## config.mk

```make
export PLATFORM = sky130hd
export DESIGN_NAME = conway_sequencer
export DESIGN_NICKNAME = d
export VERILOG_FILES = /design/src/rtl/conway_sequencer.sv
export SDC_FILE = /design/constraint.sdc
export NUM_CORES = 1
export LEC_CHECK = 0
export ABC_AREA = 1
export CAP_MARGIN = 20
export CORE_AREA = 2 2 60 119
export CTS_CLUSTER_SIZE = 24
export DETAILED_ROUTE_END_ITERATION = 7
export DIE_AREA = 0 0 62 121
export RECOVER_POWER = 25
export SYNTH_ARGS = -nofsm -noshare
export SYNTH_HDL_FRONTEND = slang
export SYNTH_SLANG_ARGS = --single-unit
```

## constraint.sdc

```tcl
create_clock -name clk -period 3.4 [get_ports clk]
set_clock_uncertainty 0.15 [all_clocks]
set_input_delay 0.68 -clock clk [delete_from_list [all_inputs] [get_ports clk]]
set_output_delay 0.68 -clock clk [all_outputs]
set_load 0.03 [all_outputs]
```

## src/rtl/conway_sequencer.sv

```systemverilog
// Generation controller for the Game of Life cell array: loads the board, paces
// generation-enable pulses (free-run or single-step) and halts on limit, stable or empty.
module conway_sequencer #(
   parameter int TICK_DIV = 4,
   parameter int GEN_W    = 16
) (
   input  logic             clk,
   input  logic             rst,
   input  logic             cmd_load,
   input  logic             cmd_run,
   input  logic             cmd_pause,
   input  logic             cmd_step,
   input  logic [GEN_W-1:0] gen_limit,
   input  logic             board_changed,
   input  logic             board_alive,
   output logic             array_rst,
   output logic             array_ena,
   output logic [GEN_W-1:0] generation,
   output logic [2:0]       fsm_state,
   output logic             busy,
   output logic             halt_limit,
   output logic             halt_stable,
   output logic             halt_empty
);

   localparam int TW = (TICK_DIV > 1) ? $clog2(TICK_DIV) : 1;
   localparam logic [TW-1:0] TICK_LAST = TW'(TICK_DIV - 1);

   typedef enum logic [2:0] {
      ST_IDLE   = 3'd0,
      ST_LOAD   = 3'd1,
      ST_PAUSED = 3'd2,
      ST_RUN    = 3'd3,
      ST_STEP   = 3'd4,
      ST_DONE   = 3'd5
   } state_t;

   state_t           state_q, state_d;
   logic [TW-1:0]    tick_q, tick_d;
   logic [GEN_W-1:0] generation_q, generation_d;
   logic             array_rst_q, array_rst_d;
   logic             array_ena_q, array_ena_d;
   logic             busy_q, busy_d;
   logic             halt_limit_q, halt_limit_d;
   logic             halt_stable_q, halt_stable_d;
   logic             halt_empty_q, halt_empty_d;

   logic [GEN_W-1:0] gen_inc;
   logic             run_limit_hit;
   logic             step_limit_hit;

   // Generation count saturates rather than wrapping; a limit of zero disables the limit.
   always_comb begin
      gen_inc        = (generation_q == {GEN_W{1'b1}}) ? generation_q : generation_q + 1'b1;
      run_limit_hit  = (gen_limit != '0) && (gen_inc >= gen_limit);
      step_limit_hit = (gen_limit != '0) && (generation_q >= gen_limit);
   end

   always_comb begin
      state_d       = state_q;
      tick_d        = tick_q;
      generation_d  = generation_q;
      array_rst_d   = 1'b0;
      array_ena_d   = 1'b0;
      halt_limit_d  = halt_limit_q;
      halt_stable_d = halt_stable_q;
      halt_empty_d  = halt_empty_q;

      if (cmd_load) begin
         state_d       = ST_LOAD;
         array_rst_d   = 1'b1;
         generation_d  = '0;
         tick_d        = '0;
         halt_limit_d  = 1'b0;
         halt_stable_d = 1'b0;
         halt_empty_d  = 1'b0;
      end else begin
         unique case (state_q)
            ST_IDLE: begin
               state_d = ST_IDLE;
            end
            ST_LOAD: begin
               state_d = ST_PAUSED;
            end
            ST_PAUSED, ST_DONE: begin
               // Pause outranks step and run even though it has nothing to do here.
               if (cmd_pause) begin
                  state_d = state_q;
               end else if (cmd_step) begin
                  state_d       = ST_STEP;
                  array_ena_d   = 1'b1;
                  generation_d  = gen_inc;
                  halt_limit_d  = 1'b0;
                  halt_stable_d = 1'b0;
                  halt_empty_d  = 1'b0;
               end else if (cmd_run) begin
                  state_d       = ST_RUN;
                  tick_d        = '0;
                  halt_limit_d  = 1'b0;
                  halt_stable_d = 1'b0;
                  halt_empty_d  = 1'b0;
               end
            end
            ST_STEP: begin
               if (step_limit_hit) begin
                  state_d      = ST_DONE;
                  halt_limit_d = 1'b1;
               end else begin
                  state_d = ST_PAUSED;
               end
            end
            ST_RUN: begin
               if (cmd_pause) begin
                  state_d = ST_PAUSED;
                  tick_d  = '0;
               end else if (tick_q == TICK_LAST) begin
                  tick_d = '0;
                  if (!board_alive) begin
                     state_d      = ST_DONE;
                     halt_empty_d = 1'b1;
                  end else if (!board_changed) begin
                     state_d       = ST_DONE;
                     halt_stable_d = 1'b1;
                  end else begin
                     array_ena_d  = 1'b1;
                     generation_d = gen_inc;
                     if (run_limit_hit) begin
                        state_d      = ST_DONE;
                        halt_limit_d = 1'b1;
                     end
                  end
               end else begin
                  tick_d = tick_q + 1'b1;
               end
            end
            default: begin
               state_d = ST_IDLE;
            end
         endcase
      end

      busy_d = (state_d == ST_LOAD) || (state_d == ST_RUN) || (state_d == ST_STEP);
   end

   always_ff @(posedge clk) begin
      if (rst) begin
         state_q       <= ST_IDLE;
         tick_q        <= '0;
         generation_q  <= '0;
         array_rst_q   <= 1'b0;
         array_ena_q   <= 1'b0;
         busy_q        <= 1'b0;
         halt_limit_q  <= 1'b0;
         halt_stable_q <= 1'b0;
         halt_empty_q  <= 1'b0;
      end else begin
         state_q       <= state_d;
         tick_q        <= tick_d;
         generation_q  <= generation_d;
         array_rst_q   <= array_rst_d;
         array_ena_q   <= array_ena_d;
         busy_q        <= busy_d;
         halt_limit_q  <= halt_limit_d;
         halt_stable_q <= halt_stable_d;
         halt_empty_q  <= halt_empty_d;
      end
   end

   assign array_rst   = array_rst_q;
   assign array_ena   = array_ena_q;
   assign generation  = generation_q;
   assign fsm_state   = state_q;
   assign busy        = busy_q;
   assign halt_limit  = halt_limit_q;
   assign halt_stable = halt_stable_q;
   assign halt_empty  = halt_empty_q;

endmodule

```

==> results of run 1 <==
-- stage by stage --
stage	total power (W)	cell area (µm²)
2_1_floorplan	0.000394	2580
3_3_place_gp	0.000449	3200
3_5_place_dp	0.000451	3200
4_1_cts	0.000734	3280
5_1_grt	0.000754	3300
6_report	0.000721	3300
-- state kept, by name (all words and copies together) (netlist names) --
register,flops
array_ena,1
generation,16
halt_stable,1
halt_limit,1
halt_empty,1
fsm_state,3
tick_q,2
array_rst,1
busy,1
-- layout by cell type (no fill, tap or decap), types with 2 or more instances in the layout --
cell,Yosys,final
sky130_fd_sc_hd__nand2_1,76,75
sky130_fd_sc_hd__inv_1,64,65
sky130_fd_sc_hd__clkdlybuf4s50_1,0,41
sky130_fd_sc_hd__nor2_1,32,33
sky130_fd_sc_hd__ha_1,34,33
sky130_fd_sc_hd__a21oi_1,25,25
sky130_fd_sc_hd__dfxtp_1,27,24
sky130_fd_sc_hd__o21ai_0,16,16
sky130_fd_sc_hd__nand3_1,12,12
sky130_fd_sc_hd__nand4_1,7,7
sky130_fd_sc_hd__dlygate4sd3_1,0,7
sky130_fd_sc_hd__buf_4,1,7
sky130_fd_sc_hd__inv_2,7,6
sky130_fd_sc_hd__xor2_1,7,6
sky130_fd_sc_hd__nand2_2,4,5
sky130_fd_sc_hd__nor2_4,6,5
sky130_fd_sc_hd__nor3_1,4,4
sky130_fd_sc_hd__a31oi_1,4,4
sky130_fd_sc_hd__a211oi_2,4,4
sky130_fd_sc_hd__nor3_2,3,3
sky130_fd_sc_hd__nand3_2,3,3
sky130_fd_sc_hd__nand2_4,3,3
sky130_fd_sc_hd__o211ai_2,3,3
sky130_fd_sc_hd__clkbuf_16,0,3
sky130_fd_sc_hd__xnor2_1,2,2
sky130_fd_sc_hd__a21oi_2,2,2
sky130_fd_sc_hd__xor2_2,1,2
sky130_fd_sc_hd__nor4_1,2,2
sky130_fd_sc_hd__o21bai_1,2,2
sky130_fd_sc_hd__dfxtp_4,0,2
-- layer usage --
metal,vias up,track usage,routed length [µm]
met5,-,0,0
met4,0,0.126,363
met3,22,0.0288,278
met2,82,0.396,4390
met1,1203,0.186,2410
li1,1316,-,-
-- report_power, final --
group	switching, W	leakage [nW]	internal, W
Combinational	0.0000666	1.40	0.0000514
Clock	0.000122	0.0409	0.000159
Sequential	0.00000353	0.221	0.000318
-- worst min path at each step --
| stage | end | slack [ps] | depth (start not counted) |
|---|---|---|---|
| finish | halt_limit | 300 | 2 |
| global route | halt_limit | 330 | 2 |
| CTS | halt_limit | 300 | 2 |
| detailed placement | halt_limit | 290 | 2 |
| global placement | halt_stable | 290 | 2 |
| floorplan | tick_q[1] | 290 | 2 |
-- cell families after synthesis --
logic type	Yosys count	share of synthesized area
and+or+nand+nor	157	0.305
buffers and inverters	77	0.118
AOI/OAI and AO/OA	64	0.160
adders and majority gates	34	0.165
DFF	27	0.210
xor gates and xnor gates	11	0.0432
-- cell type report --
class | count | area [µm²] | area share
Clock inverter | 1 | 5.00 | 0.00152
Multi-Input combinational cell | 266 | 1750 | 0.530
Sequential cell | 27 | 549 | 0.166
Clock buffer | 3 | 75.1 | 0.0227
Inverter | 73 | 277 | 0.0838
Timing Repair Buffer | 56 | 537 | 0.163
Tap cell | 88 | 110 | 0.0334
-- tightest hold or removal path, delay by kind of cell, from the launching register on --
kind            cells  cell delay (ps)
compound gates      1               50
buf+inv             1               40
flops               1              310
-- what timing repair did --
action                     CTS  global route
hold endpoints to repair     0             0
setup endpoints to repair    0             3
setup buffers                0             1
resized for setup            0             9
==> results.md, run 1 <==
- The first global-routing pass estimated approximately 11 mm of wire.
- The family with the most delay on the worst path is simple AND/OR/NAND/NOR gates.
- By count the netlist is led by 76 x sky130_fd_sc_hd__nand2_1, 64 x sky130_fd_sc_hd__inv_1, 34 x sky130_fd_sc_hd__ha_1.
- The run finished with clean final reports.
- The weighted congestion reported at the end of routability-driven placement is around 0.91.
- Dividing the final minimum period by the clock period gives 0.920.
- The worst path meets setup with 272 ps of slack.
- The number of buffer and inverter stages on the critical path is 3.
- The routed wire length is approximately 7.4 mm.
- The number of DRC markers in iteration 0 is between 80 and 90.
- The layout has between 600 and 700 filler cells.
- The post-synth net total is between 400 and 500.
- The register-to-register setup slack is ~270 ps.
- The first-pass iteration count of the detailed router is 4.
- The number of antenna-violating nets in the routed design is 0.
- The pre-CTS setup slack is between 100 and 150 ps.
- The number of global-route vias before repair is 2534.
- Clock-pin slew was measured on the worst setup and hold paths at approximately 70 ps.
- Counting flops and latches in the post-synthesis netlist gives 27.
- In this run the count of I/O pins placed on the die edge is a little under 50.
- STA classifies the critical path startpoint as a flip-flop.
- The end-of-flow core utilization is 0.502.
- The pin slew with the least headroom to its limit is approximately 780 ps.
- In this run, post-CTS hold repair placed 0 buffers.
- The number of slew-limit violations in the final report is 0.
- The floorplan has 42 rows.
- Yosys attributes the largest share of cell area to sky130_fd_sc_hd__dfxtp_1 21%, sky130_fd_sc_hd__ha_1 16%, sky130_fd_sc_hd__nand2_1 11%.
- The startpoint of the most critical setup path is generation[0].
- The total overflow left after global routing is 0.
- TritonCTS built the clock tree.
- The post-synthesis cell area is between 2000 and 3000 µm².
- The final-layout worst hold slack is 299 ps.
- Detailed placement ended at an HPWL of between 6 and 7 mm.
- The share of synthesized area in the top cell type comes to 0.210.
- The leakage power is around 1.7 nW.
- At the end of the flow, the number of nets in the layout was a little under 500.
- The average wire per standard cell is 14.5 µm.
- The DRC violations left is 0.
- The tightest min-delay check is of the reg2reg type.
- The hold path startpoint is halt_limit.
- The most frequent cell after synthesis is sky130_fd_sc_hd__nand2_1.
- In this design, the stage delay of the slowest critical-path cell is ~400 ps.
- The highest clock rate is ~320 MHz.
- The worst-skew pair later-pin latency is roughly 270 ps.
- By instance count, the cell type seen most on the critical path is sky130_fd_sc_hd__nand2_1.
- The initial antenna violation count is 0.
- From synthesis to final layout, the design area changed by 27.9%.
- In the global route stage, overall resource usage came out at 0.208.
- Among all flip-flop cells after synthesis, the most frequent one is sky130_fd_sc_hd__dfxtp_1.
- The pin count of the biggest net entering global routing is 20.
- The cell count after synthesis is 370.
- The total of buffers placed on input and output ports is 48.
- The kind of capture point of the worst setup path is a flip-flop.
- The critical path ends at busy.
- In this run the worst path has a maximum fanout of 5.
- The effective utilization at floorplan is 0.393.
- Detailed routing inserted a total of ~2600 vias.
- The root cell of the clock tree is sky130_fd_sc_hd__clkbuf_16.
- In this run the deepest clock path goes through 2 buffers.
- The largest area contributor in the netlist is sky130_fd_sc_hd__dfxtp_1.
- After detailed routing, the number of vias per cell comes to between 5 and 6.
- The number of synthesized flops with an enable pin is 0.
- In the synthesized netlist the async set-or-reset flop fraction comes to 0.
- In this run the number of H-tree levels came out at 1.
- The required time reported for the critical path endpoint is between 3000 and 4000 ps.
- The region available for standard cell placement spans ~6600 µm².
- The number of maximum-capacitance constraint violations is 0.
- The worst pin sits at a relative slew slack of 0.483.
- The share of cells above drive strength 1 is 0.136.
- The die is around 62 µm wide.
- The count of clock tree sinks is 27.
- The minimum period implied by the final worst setup slack is between 3000 and 4000 ps.
- The worst ir drop on vdd is about 0.00015 V.
- The repair_antennas step left the layout with diodes totalling 0.
- The type of the worst setup path is reg2reg.
- The number of different library cells used by synthesis comes to 45.
- The synthesized area per cell is ~7.0 µm².
- In this run the critical register-to-register path is launched from generation[0].
- The worst path arrival time is approximately 3200 ps.
- In this run, placement finished with an instance count of 509.
- The cell depth of the worst flop-to-flop path is 27.
- The vertical die dimension is ~120 µm.
- The number of stages on the worst setup path is 27.
- During synthesis, Yosys emitted a total of 0 warnings.
- The floorplan step defined a die boundary enclosing 7500 µm².
- The slowest cell on the critical path is sky130_fd_sc_hd__dfxtp_4.
- In this run, CTS created clock tree buffers numbering 3.
- Setup repair after global routing left no endpoint under its margin.
- The fraction of the yosys area taken by sequential cells is 0.210.
- The number of endpoints with negative hold slack in the final report is 0.
- The final setup violation count is 0.
- The total power divided by cell area is 219 nW/µm².
- Summed over all failing endpoints, the final setup total negative slack is 0 ps.
- In this run the critical register-to-register path is captured at busy.
- The post-route non-filler standard cell count is slightly above 500.
No activity file was read; power rests on OpenSTA's default activity.
==> run 2: changes to the inputs <==
Clock period 3.4 ns to 3.7 ns, I/O delays scaled along.
==> results.md, run 2 (synthesis gave the netlist of run 1 again) <==
- The minimum period implied by the final worst setup slack is 3210 ps (was 3130 ps).
- The area of all sequential standard cells is 543 µm² (was 549 µm²).
- The highest clock rate is 312 MHz (was 320 MHz).
- The vertical die dimension came to 121 µm (unchanged).
- The clock share of power was 0.394 (was 0.391).
- The worst min-delay path category is reg2reg (unchanged).
- The clock edge transition at the registers on the reported setup and hold paths is 80 ps (was 70 ps).
- The weighted congestion reported at the end of routability-driven placement is 0.976 (was 0.905).
- The total power divided by cell area came to 207 nW/µm² (was 219 nW/µm²).
- The end-of-flow core utilization is 0.491 (was 0.502).
- The worst-skew pair later-pin latency is 280 ps (was 270 ps).
- The startpoint of the most critical setup path is generation[0] (unchanged).
- Result of the run: finished clean (unchanged).
- Highest-count cells in the layout ignoring fill and taps: 76 x sky130_fd_sc_hd__nand2_1, 64 x sky130_fd_sc_hd__inv_1, 41 x sky130_fd_sc_hd__clkdlybuf4s50_1, 34 x sky130_fd_sc_hd__ha_1, 32 x sky130_fd_sc_hd__nor2_1 (was 75 x sky130_fd_sc_hd__nand2_1, 65 x sky130_fd_sc_hd__inv_1, 41 x sky130_fd_sc_hd__clkdlybuf4s50_1, 33 x sky130_fd_sc_hd__nor2_1, 33 x sky130_fd_sc_hd__ha_1).
- The number of DRC markers in iteration 0 is 82 (was 81).
- The worst slew margin relative to its limit is 0.498 (was 0.483).
- The average wire per standard cell is 14.2 µm (was 14.5 µm).
- The net total in the final layout was 478 (was 485).
- The share of the cycle needed by the critical path after routing is 0.867 (was 0.920).
- The share of cells above drive strength 1 came to 0.117 (was 0.136).
- The total of buffers placed on input and output ports was 48 (unchanged).
- The number of maximum-capacitance constraint violations is 0 (unchanged).
- The type of the worst setup path is reg2reg (unchanged).
- The first-pass iteration count of the detailed router was 4 (unchanged).
- The die outline area is 7500 µm² (unchanged).
- The register share of total power is 0.446 (about the same).
- The HPWL after detailed placement is 6.11 mm (was 6.25 mm).
- The initial antenna violation count came to 0 (unchanged).
- The routed wire length came to 7.20 mm (was 7.44 mm).
- Unrepaired setup endpoints after global routing: false (unchanged).
- The cell-internal power came to 0.000487 W (was 0.000529 W).
- The number of slew-limit violations in the final report came to 0 (unchanged).
- The horizontal extent of the die is 62 µm (unchanged).
- The DRC violations left is 0 (unchanged).
- The placed cell area came to 3150 µm² (was 3200 µm²).
- The number of antenna-violating nets in the routed design is 0 (unchanged).
- The placeable core region came to 6570 µm² (unchanged).
- The nature of the critical path startpoint is a flip-flop (unchanged).
- The hold path startpoint was halt_limit (unchanged).
- The number of flip-flops in the largest register is 16 (unchanged).
- The clock buffer count from CTS came to 3 (unchanged).
- The worst path arrival time is 3230 ps (was 3150 ps).
- The worst ir drop on vdd came to 0.000167 V (was 0.000155 V).
- The worst-case setup margin in the final layout is 492 ps (was 272 ps).
- The cts-stage hold buffer count is 0 (unchanged).
- The number of global-route vias before repair is 2718 (was 2534).
- The pin count of the biggest net entering global routing was 20 (unchanged).
- The switching power share of the total is 0.270 (was 0.267).
- The clock tree from TritonCTS is done (unchanged).
- The number of cell rows was 42 (unchanged).
- The root cell of the clock tree is sky130_fd_sc_hd__clkbuf_16 (unchanged).
- The kind of capture point of the worst setup path is a flip-flop (unchanged).
- The effective utilization at floorplan was 0.393 (unchanged).
- The accumulated negative setup slack is 0 ps (unchanged).
- The net switching power is 0.000180 W (was 0.000192 W).
- The overall track demand over capacity in global routing is 0.213 (was 0.208).
- The pre-CTS setup slack is 368 ps (was 119 ps).
- The number of endpoints with negative hold slack in the final report is 0 (unchanged).
- The count of clock tree sinks is 27 (unchanged).
- The design area is 3220 µm² (was 3300 µm²).
- The portion of total power attributed to combinational logic came to 0.161 (was 0.164).
- The pin slew with the least headroom to its limit is 753 ps (was 776 ps).
- The slowest cell on the critical path is sky130_fd_sc_hd__dfxtp_2 (was sky130_fd_sc_hd__dfxtp_4).
- The routed via count divided by cell count was 5.00 (was 5.10).
- The source of the worst register-to-register timing path is generation[0] (unchanged).
- The number of vias after detailed routing came to 2536 (was 2623).
- The maximum net fanout on the critical path is 5 (unchanged).
- The required time reported for the critical path endpoint is 3720 ps (was 3420 ps).
- The final setup violation count was 0 (unchanged).
- The number of levels the H-tree was split into is 1 (unchanged).
- The synthesis-to-layout area growth was 25.0% (was 27.9%).
- The peak per-stage delay on the critical path is 380 ps (was 400 ps).
- The I/O pin total is 49 (unchanged).
- The leading cell type in the layout, fill and taps excluded is sky130_fd_sc_hd__nand2_1 (unchanged).
- The leakage power is 1.63 nW (was 1.66 nW).
- The combined area of the multi-input logic cells is 1730 µm² (was 1750 µm²).
- The global-route wire length before repair is 11.8 mm (was 11.4 mm).
- The buffer depth of the longest clock path is 2 (unchanged).
- The total of fill cells in the finished design was 688 (was 690).
- The count of antenna diodes in the layout is 0 (unchanged).
- The most prevalent standard cell on the critical path is sky130_fd_sc_hd__nand2_1 (unchanged).
- The count of buffers added by post-CTS timing repair for setup came to 0 (unchanged).
- The residual overflow from global routing is 0 (unchanged).
## run 2: changes by cell type in the layout (fill, tap and decap cells not counted), sizes merged
cell  previous run  this run
buf              7         0
## run 2: worst paths after layout
check | to | slack (ps) | depth (start not counted)
max | busy | 490 | 27
min | halt_limit | 300 | 2
max reg2reg | busy | 490 | 27
min reg2reg | halt_limit | 300 | 2
## run 2: per-layer routing
| metal | track usage | wire [µm] | vias to the layer above |
|---|---|---|---|
| met5 | 0 | 0 | - |
| met4 | 0.161 | 481 | 0 |
| met3 | 0.0245 | 175 | 30 |
| met2 | 0.392 | 4040 | 60 |
| met1 | 0.189 | 2500 | 1143 |
| li1 | - | - | 1303 |
## run 2: what timing repair did
item                                   in CTS  in global routing
gates resized for setup                     0                  2
endpoints found under the hold margin       0                  0
setup endpoints to repair                   0                  1
## run 2: worst max-delay path: cells and delay by family (launching register included)
kind          cells  cell delay (ps)
simple gates     21             1720
fa+ha+maj         2              500
xor+xnor          1              150
flops             1              380
buf+inv           3              190
## run 2: power by group through the flow
| stage | registers (W) | clock network, W | logic, W |
|---|---|---|---|
| 2_1_floorplan | 0.000310 | 0 | 0.0000520 |
| 3_3_place_gp | 0.000304 | 0 | 0.000109 |
| 3_5_place_dp | 0.000304 | 0 | 0.000109 |
| 4_1_cts | 0.000298 | 0.000267 | 0.000110 |
| 5_1_grt | 0.000298 | 0.000276 | 0.000121 |
| 6_report | 0.000297 | 0.000263 | 0.000107 |
## run 2: per-stage QoR
step	hold slack [ps]	instances	total power [W]
after floorplan	293	370	0.000362
after global placement	292	503	0.000413
after detailed placement	298	503	0.000414
after CTS	308	507	0.000675
after global routing	324	507	0.000695
final	302	507	0.000667
## run 2: final cells by class
type | instances | area share
multi-input combinational | 266 | 0.537
sequential | 27 | 0.168
tap | 88 | 0.0341
timing repair buffer | 49 | 0.150
clock inverter | 1 | 0.00155
inverter | 73 | 0.0858
clock buffer | 3 | 0.0233
